### config.mk
export PLATFORM = sky130hd
export DESIGN_NAME = gate_window_ctrl
export DESIGN_NICKNAME = d
export VERILOG_FILES = /design/src/rtl/gate_window_ctrl_pkg.sv /design/src/rtl/gate_window_ctrl_evt_edge_det.sv /design/src/rtl/gate_window_ctrl.sv
export SDC_FILE = /design/constraint.sdc
export NUM_CORES = 1
export LEC_CHECK = 0
export CAP_MARGIN = 0
export CORE_UTILIZATION = 45
export CTS_BUF_LIST = sky130_fd_sc_hd__clkbuf_8
export CTS_CLUSTER_SIZE = 40
export DETAILED_ROUTE_END_ITERATION = 10
export PLACE_DENSITY = 0.7
export SETUP_SLACK_MARGIN = 0.15
export SLEW_MARGIN = 20
export SYNTH_ARGS = -nofsm -noshare
export SYNTH_HDL_FRONTEND = slang
export SYNTH_SLANG_ARGS = --single-unit
### constraint.sdc
create_clock -name clk -period 1.85 [get_ports clk]
set_input_delay 0.2775 -clock clk [delete_from_list [all_inputs] [get_ports clk]]
set_output_delay 0.2775 -clock clk [all_outputs]
set_load 0.02 [all_outputs]
### src/rtl/gate_window_ctrl_pkg.sv
// Shared types and helpers for the gate-window measurement sequencer.
// Holds the FSM state encoding and the saturation-ceiling helper.
package gate_window_ctrl_pkg;

    typedef enum logic [1:0] {
        ST_IDLE  = 2'd0,
        ST_COUNT = 2'd1,
        ST_HOLD  = 2'd2
    } gw_state_e;

    // All-ones value of an n-bit counter (n up to 63).
    function automatic logic [63:0] cnt_max(input int n);
        cnt_max = (64'd1 << n) - 64'd1;
    endfunction

endpackage

### src/rtl/gate_window_ctrl_evt_edge_det.sv
// Rising-edge detector for the measured event, producing a 1-cycle pulse.
// Build macro EVT_SYNC_EN inserts a SYNC_STAGES-deep synchronizer ahead of it.
module evt_edge_det #(
    parameter int SYNC_STAGES = 2
) (
    input  logic clk,
    input  logic rst,
    input  logic i_event,
    output logic o_edge
);

    logic evt_s;
    logic evt_prev_p0;

    if (SYNC_STAGES < 2) begin : g_bad_sync_depth
        $error("evt_edge_det: SYNC_STAGES must be at least 2");
    end

`ifdef EVT_SYNC_EN
    logic [SYNC_STAGES-1:0] sync_p;

    always_ff @(posedge clk or posedge rst) begin
        if (rst) begin
            sync_p <= '0;
        end else begin
            sync_p <= {sync_p[SYNC_STAGES-2:0], i_event};
        end
    end

    assign evt_s = sync_p[SYNC_STAGES-1];
`else
    assign evt_s = i_event;
`endif

    // History tracks every cycle so a level already high at window open is not an edge.
    always_ff @(posedge clk or posedge rst) begin
        if (rst) begin
            evt_prev_p0 <= 1'b0;
        end else begin
            evt_prev_p0 <= evt_s;
        end
    end

    assign o_edge = evt_s & ~evt_prev_p0;

endmodule

### src/rtl/gate_window_ctrl.sv
// Windowed event counter: arms a gate of programmable length, counts event edges
// inside it and offers the frozen count on a valid/ready port. Optional macro: EVT_SYNC_EN.
module gate_window_ctrl
    import gate_window_ctrl_pkg::*;
#(
    parameter int N_BIT       = 12,
    parameter int W_BIT       = 16,
    parameter int SYNC_STAGES = 2
) (
    input  logic             clk,
    input  logic             rst,
    input  logic             i_start,
    input  logic [W_BIT-1:0] i_win_len,
    input  logic             i_abort,
    input  logic             i_event,
    output logic             o_busy,
    output logic             o_gate,
    output logic [N_BIT-1:0] o_result,
    output logic             o_overflow,
    output logic             o_valid,
    input  logic             i_ready
);

    localparam logic [N_BIT-1:0] CNT_MAX   = N_BIT'(cnt_max(N_BIT));
    localparam logic [W_BIT-1:0] TIMER_ONE = W_BIT'(1);

    gw_state_e        state, state_nxt;
    logic [W_BIT-1:0] timer, timer_nxt;
    logic [N_BIT-1:0] cnt, cnt_nxt, cnt_upd;
    logic             ovf, ovf_nxt, ovf_upd;
    logic [N_BIT-1:0] result_q, result_nxt;
    logic             res_ovf_q, res_ovf_nxt;
    logic             evt_edge;

    function automatic logic [N_BIT-1:0] sat_inc(input logic [N_BIT-1:0] v);
        return (v == CNT_MAX) ? v : v + 1'b1;
    endfunction

    // A zero length still opens the gate for one cycle.
    function automatic logic [W_BIT-1:0] win_len_eff(input logic [W_BIT-1:0] len);
        return (len == '0) ? TIMER_ONE : len;
    endfunction

    evt_edge_det #(
        .SYNC_STAGES(SYNC_STAGES)
    ) u_edge (
        .clk    (clk),
        .rst    (rst),
        .i_event(i_event),
        .o_edge (evt_edge)
    );

    always_ff @(posedge clk or posedge rst) begin
        if (rst) begin
            state     <= ST_IDLE;
            timer     <= '0;
            cnt       <= '0;
            ovf       <= 1'b0;
            result_q  <= '0;
            res_ovf_q <= 1'b0;
        end else begin
            state     <= state_nxt;
            timer     <= timer_nxt;
            cnt       <= cnt_nxt;
            ovf       <= ovf_nxt;
            result_q  <= result_nxt;
            res_ovf_q <= res_ovf_nxt;
        end
    end

    always_comb begin
        state_nxt   = state;
        timer_nxt   = timer;
        cnt_nxt     = cnt;
        ovf_nxt     = ovf;
        result_nxt  = result_q;
        res_ovf_nxt = res_ovf_q;
        // An edge arriving at the ceiling is lost and flags overflow.
        cnt_upd     = evt_edge ? sat_inc(cnt) : cnt;
        ovf_upd     = ovf | (evt_edge & (cnt == CNT_MAX));

        case (state)
            ST_IDLE: begin
                if (i_start && !i_abort) begin
                    state_nxt = ST_COUNT;
                    timer_nxt = win_len_eff(i_win_len);
                    cnt_nxt   = '0;
                    ovf_nxt   = 1'b0;
                end
            end
            ST_COUNT: begin
                if (i_abort) begin
                    state_nxt = ST_IDLE;
                end else begin
                    cnt_nxt   = cnt_upd;
                    ovf_nxt   = ovf_upd;
                    timer_nxt = timer - 1'b1;
                    // Last gate cycle: its own edge is folded into the frozen result.
                    if (timer == TIMER_ONE) begin
                        result_nxt  = cnt_upd;
                        res_ovf_nxt = ovf_upd;
                        state_nxt   = ST_HOLD;
                    end
                end
            end
            ST_HOLD: begin
                if (i_abort || i_ready) begin
                    state_nxt = ST_IDLE;
                end
            end
            default: begin
                state_nxt = ST_IDLE;
            end
        endcase
    end

    assign o_busy     = (state == ST_COUNT) || (state == ST_HOLD);
    assign o_gate     = (state == ST_COUNT);
    assign o_valid    = (state == ST_HOLD);
    assign o_result   = result_q;
    assign o_overflow = res_ovf_q;

endmodule

==> results.tsv <==
metric	value	unit
cell area after synthesis	2960	um2
max-capacitance violation count	0	
cts hold-fix bufs	0	
io pins	38	
critical register-to-register path startpoint	timer[1]	
VDD IR-drop max	877	uV
Period Utilization, post-route	0.991	
Core Area	6350	um2
clock power share	0.173	
CTS tree	done	
Crit. End Element	register	
worst-path maximum fanout	4	
Main synth FF type	dfrtp_1	
DRC Markers	0	
Top delay family on crit path	flip-flops	
grt total ovfl	0	
DP Wirelength	5810	um
post-synthesis async set-or-reset flop share	1.00	
combinational share of power	0.501	
Fin. Hold Viols	0	
Setup Crit Path Kind	register to register	
gr usage total	0.242	
FP Rows	29	
hold slack	0.208	ns
clock latency on the worst-skew pair	0.31	ns
fmax	545	MHz
worst-margin pin slew	0.338	ns
Final #Nets	447	
sequential power share	0.326	
die area	6900	um2
syn nets	354	
CP peak stage delay	0.41	ns
clock tree sinks	45	
CP Launch Type	register	
clk root buf	clkbuf_8	
commonest non-fill, non-tap cell in the layout	buf_4	
layout cells sized above 1	0.350	
fill cell count	499	
FF+latch count, synth	45	
setup ws final	0.0160	ns
Initial Utilization	0.466	
largest net degree at the start of global routing	36	
Int Power	0.00279	W
CP Data Required Time	2.06	ns
die height	83.1	um
Mapped Cells	326	
FF-to-FF path depth	8	
Switching Share	0.406	
slowest CP cell	dfrtp_1	
Leak	1.70	nW
RSZ-0062 raised after global routing	true	
GPL Wtd Cong	0.848	
register area share after synthesis	0.381	
max-slew violations	0	
DRT iter0 DRCs	182	
vias per cell	6.23	
WL final	9110	um
chip width	83.1	um
CP Cell Sequence	inv_2 -> buf_4 -> ha_4 -> nor4b_4 -> buf_4 -> nand4_1 -> o22a_1 -> o22a_1	
min cycle time layout	1.83	ns
internal reg-to-reg setup slack	0.02	ns
status	complete, no violations	
CTS buffer count	5	
Buffers & Inverters on Critical Path	3	
Port Buffers	37	
Setup WS pre-CTS	-0.0371	ns
Post-synth EDFFs	0	
ANT cells	0	
final setup vio count	0	
Final Instance Area	4350	um2
antenna violations before repair	0	
first-pass GRT wire length	13600	um
Final ANT Viol Nets	0	
most frequent cells in the layout	buf_4 (61), dfrtp_1 (39), clkdlybuf4s50_1 (34)	
PD cells	1080	nW/um2
CTS Buffer Depth	2	
number of synthesis warnings	0	
Max transition margin	0.774	
DR pass1 iterations	5	
Cell Area, Placed	3790	um2
Vias	3097	
CTS clk-pin slew, worst paths	0.09	ns
Hold Path Class	input pin to asynchronous set/reset pin	
Sw Pwr	0.00190	W
RR Endpoint	timer[14]	
Post-Syn Area per Cell	9.07	um2
Layout area overhead	47.0	%
H-tree depth	2	
Routed WL per cell	18.3	um
Synth cell types	64	
Fin Clk Skew	0.00943	ns
Crit path arrival time	2.04	ns
vias in the first global route	2892	
==> worst max path at each step <==
stage	startpoint	endpoint	slack (ns)	cells after the start
floorplan	timer[11]	o_result[0]	0.13	6
global placement	i_event	o_result[1]	0.02	5
detailed placement	i_abort	o_result[2]	-0.04	4
CTS	timer[1]	state[0]	0.10	7
global route	timer[1]	timer[14]	-0.08	8
finish	timer[1]	timer[14]	0.02	8
==> what timing repair did <==
item | 4_1_cts | 5_1_grt
buffers inserted | 4 | 13
gates cloned | 0 | 3
setup endpoints to repair | 27 | 31
gates resized for setup | 17 | 55
pin swaps | 3 | 14
==> power by group through the flow <==
stage | sequential [W] | combinational, W | clock (W)
6_report | 0.00153 | 0.00235 | 0.000812
5_1_grt | 0.00156 | 0.00255 | 0.000862
4_1_cts | 0.00149 | 0.00190 | 0.000818
3_5_place_dp | 0.00151 | 0.00182 | 0
3_3_place_gp | 0.00150 | 0.00178 | 0
2_1_floorplan | 0.00143 | 0.00123 | 0
==> cell families after synthesis <==
| logic type | after synthesis | synth area share |
|---|---|---|
| compound gates | 112 | 0.240 |
| xor+xnor | 4 | 0.0118 |
| fa+ha+maj | 6 | 0.0254 |
| buf+inv | 37 | 0.0575 |
| flops | 45 | 0.381 |
| mux | 15 | 0.0567 |
| simple gates | 107 | 0.227 |
==> sequential cells by signal, indices dropped and copies added (netlist names) <==
name and count:
timer 16, o_overflow 1, o_result 12, ovf 1, cnt 12, u_edge.evt_prev_p0 1, state 2
==> metal layers <==
layer,track usage,vias up,share of wire
met3,0.0368,33,0.052
met4,0.0799,0,0.030
met2,0.424,121,0.53
met5,0,-,0
li1,-,1427,-
met1,0.304,1516,0.39
==> layout make-up <==
cell class | count | area (um2) | area share
clock buffers | 6 | 82.6 | 0.0190
clock inverters | 2 | 37.5 | 0.00864
inverters | 14 | 52.6 | 0.0121
multi-input cells | 244 | 1920 | 0.443
flip-flops and latches | 45 | 1130 | 0.261
well taps | 77 | 96.3 | 0.0222
repair buffers | 109 | 1020 | 0.235
==> cells in the mapped netlist (all sizes together), types with 6 or more instances <==
library cell,instances,area [um2]
nand3,16,85.1
nor3,9,61.3
clkbuf,7,27.5
nor2,15,56.3
a21oi,31,155
nand4,9,71.3
inv,13,48.8
o21ai,33,165
mux2i,10,100
ha,6,75.1
dfrtp,45,1130
buf,16,90.1
nand2,16,60.1
a31oi,8,50.1
nor4,11,111
==> metrics by stage <==
stage / power [W] / std cells / setup TNS [ns] / utilization
floorplan: 0.00266 / 326 / 0 / -
CTS: 0.00421 / 481 / 0 / 0.628
global placement: 0.00328 / 469 / 0 / 0.596
finish: 0.00469 / 497 / 0 / 0.685
global route: 0.00496 / 497 / -0.0793 / 0.685
detailed placement: 0.00333 / 469 / -0.197 / 0.596
No activity file was read; power rests on OpenSTA's default activity.
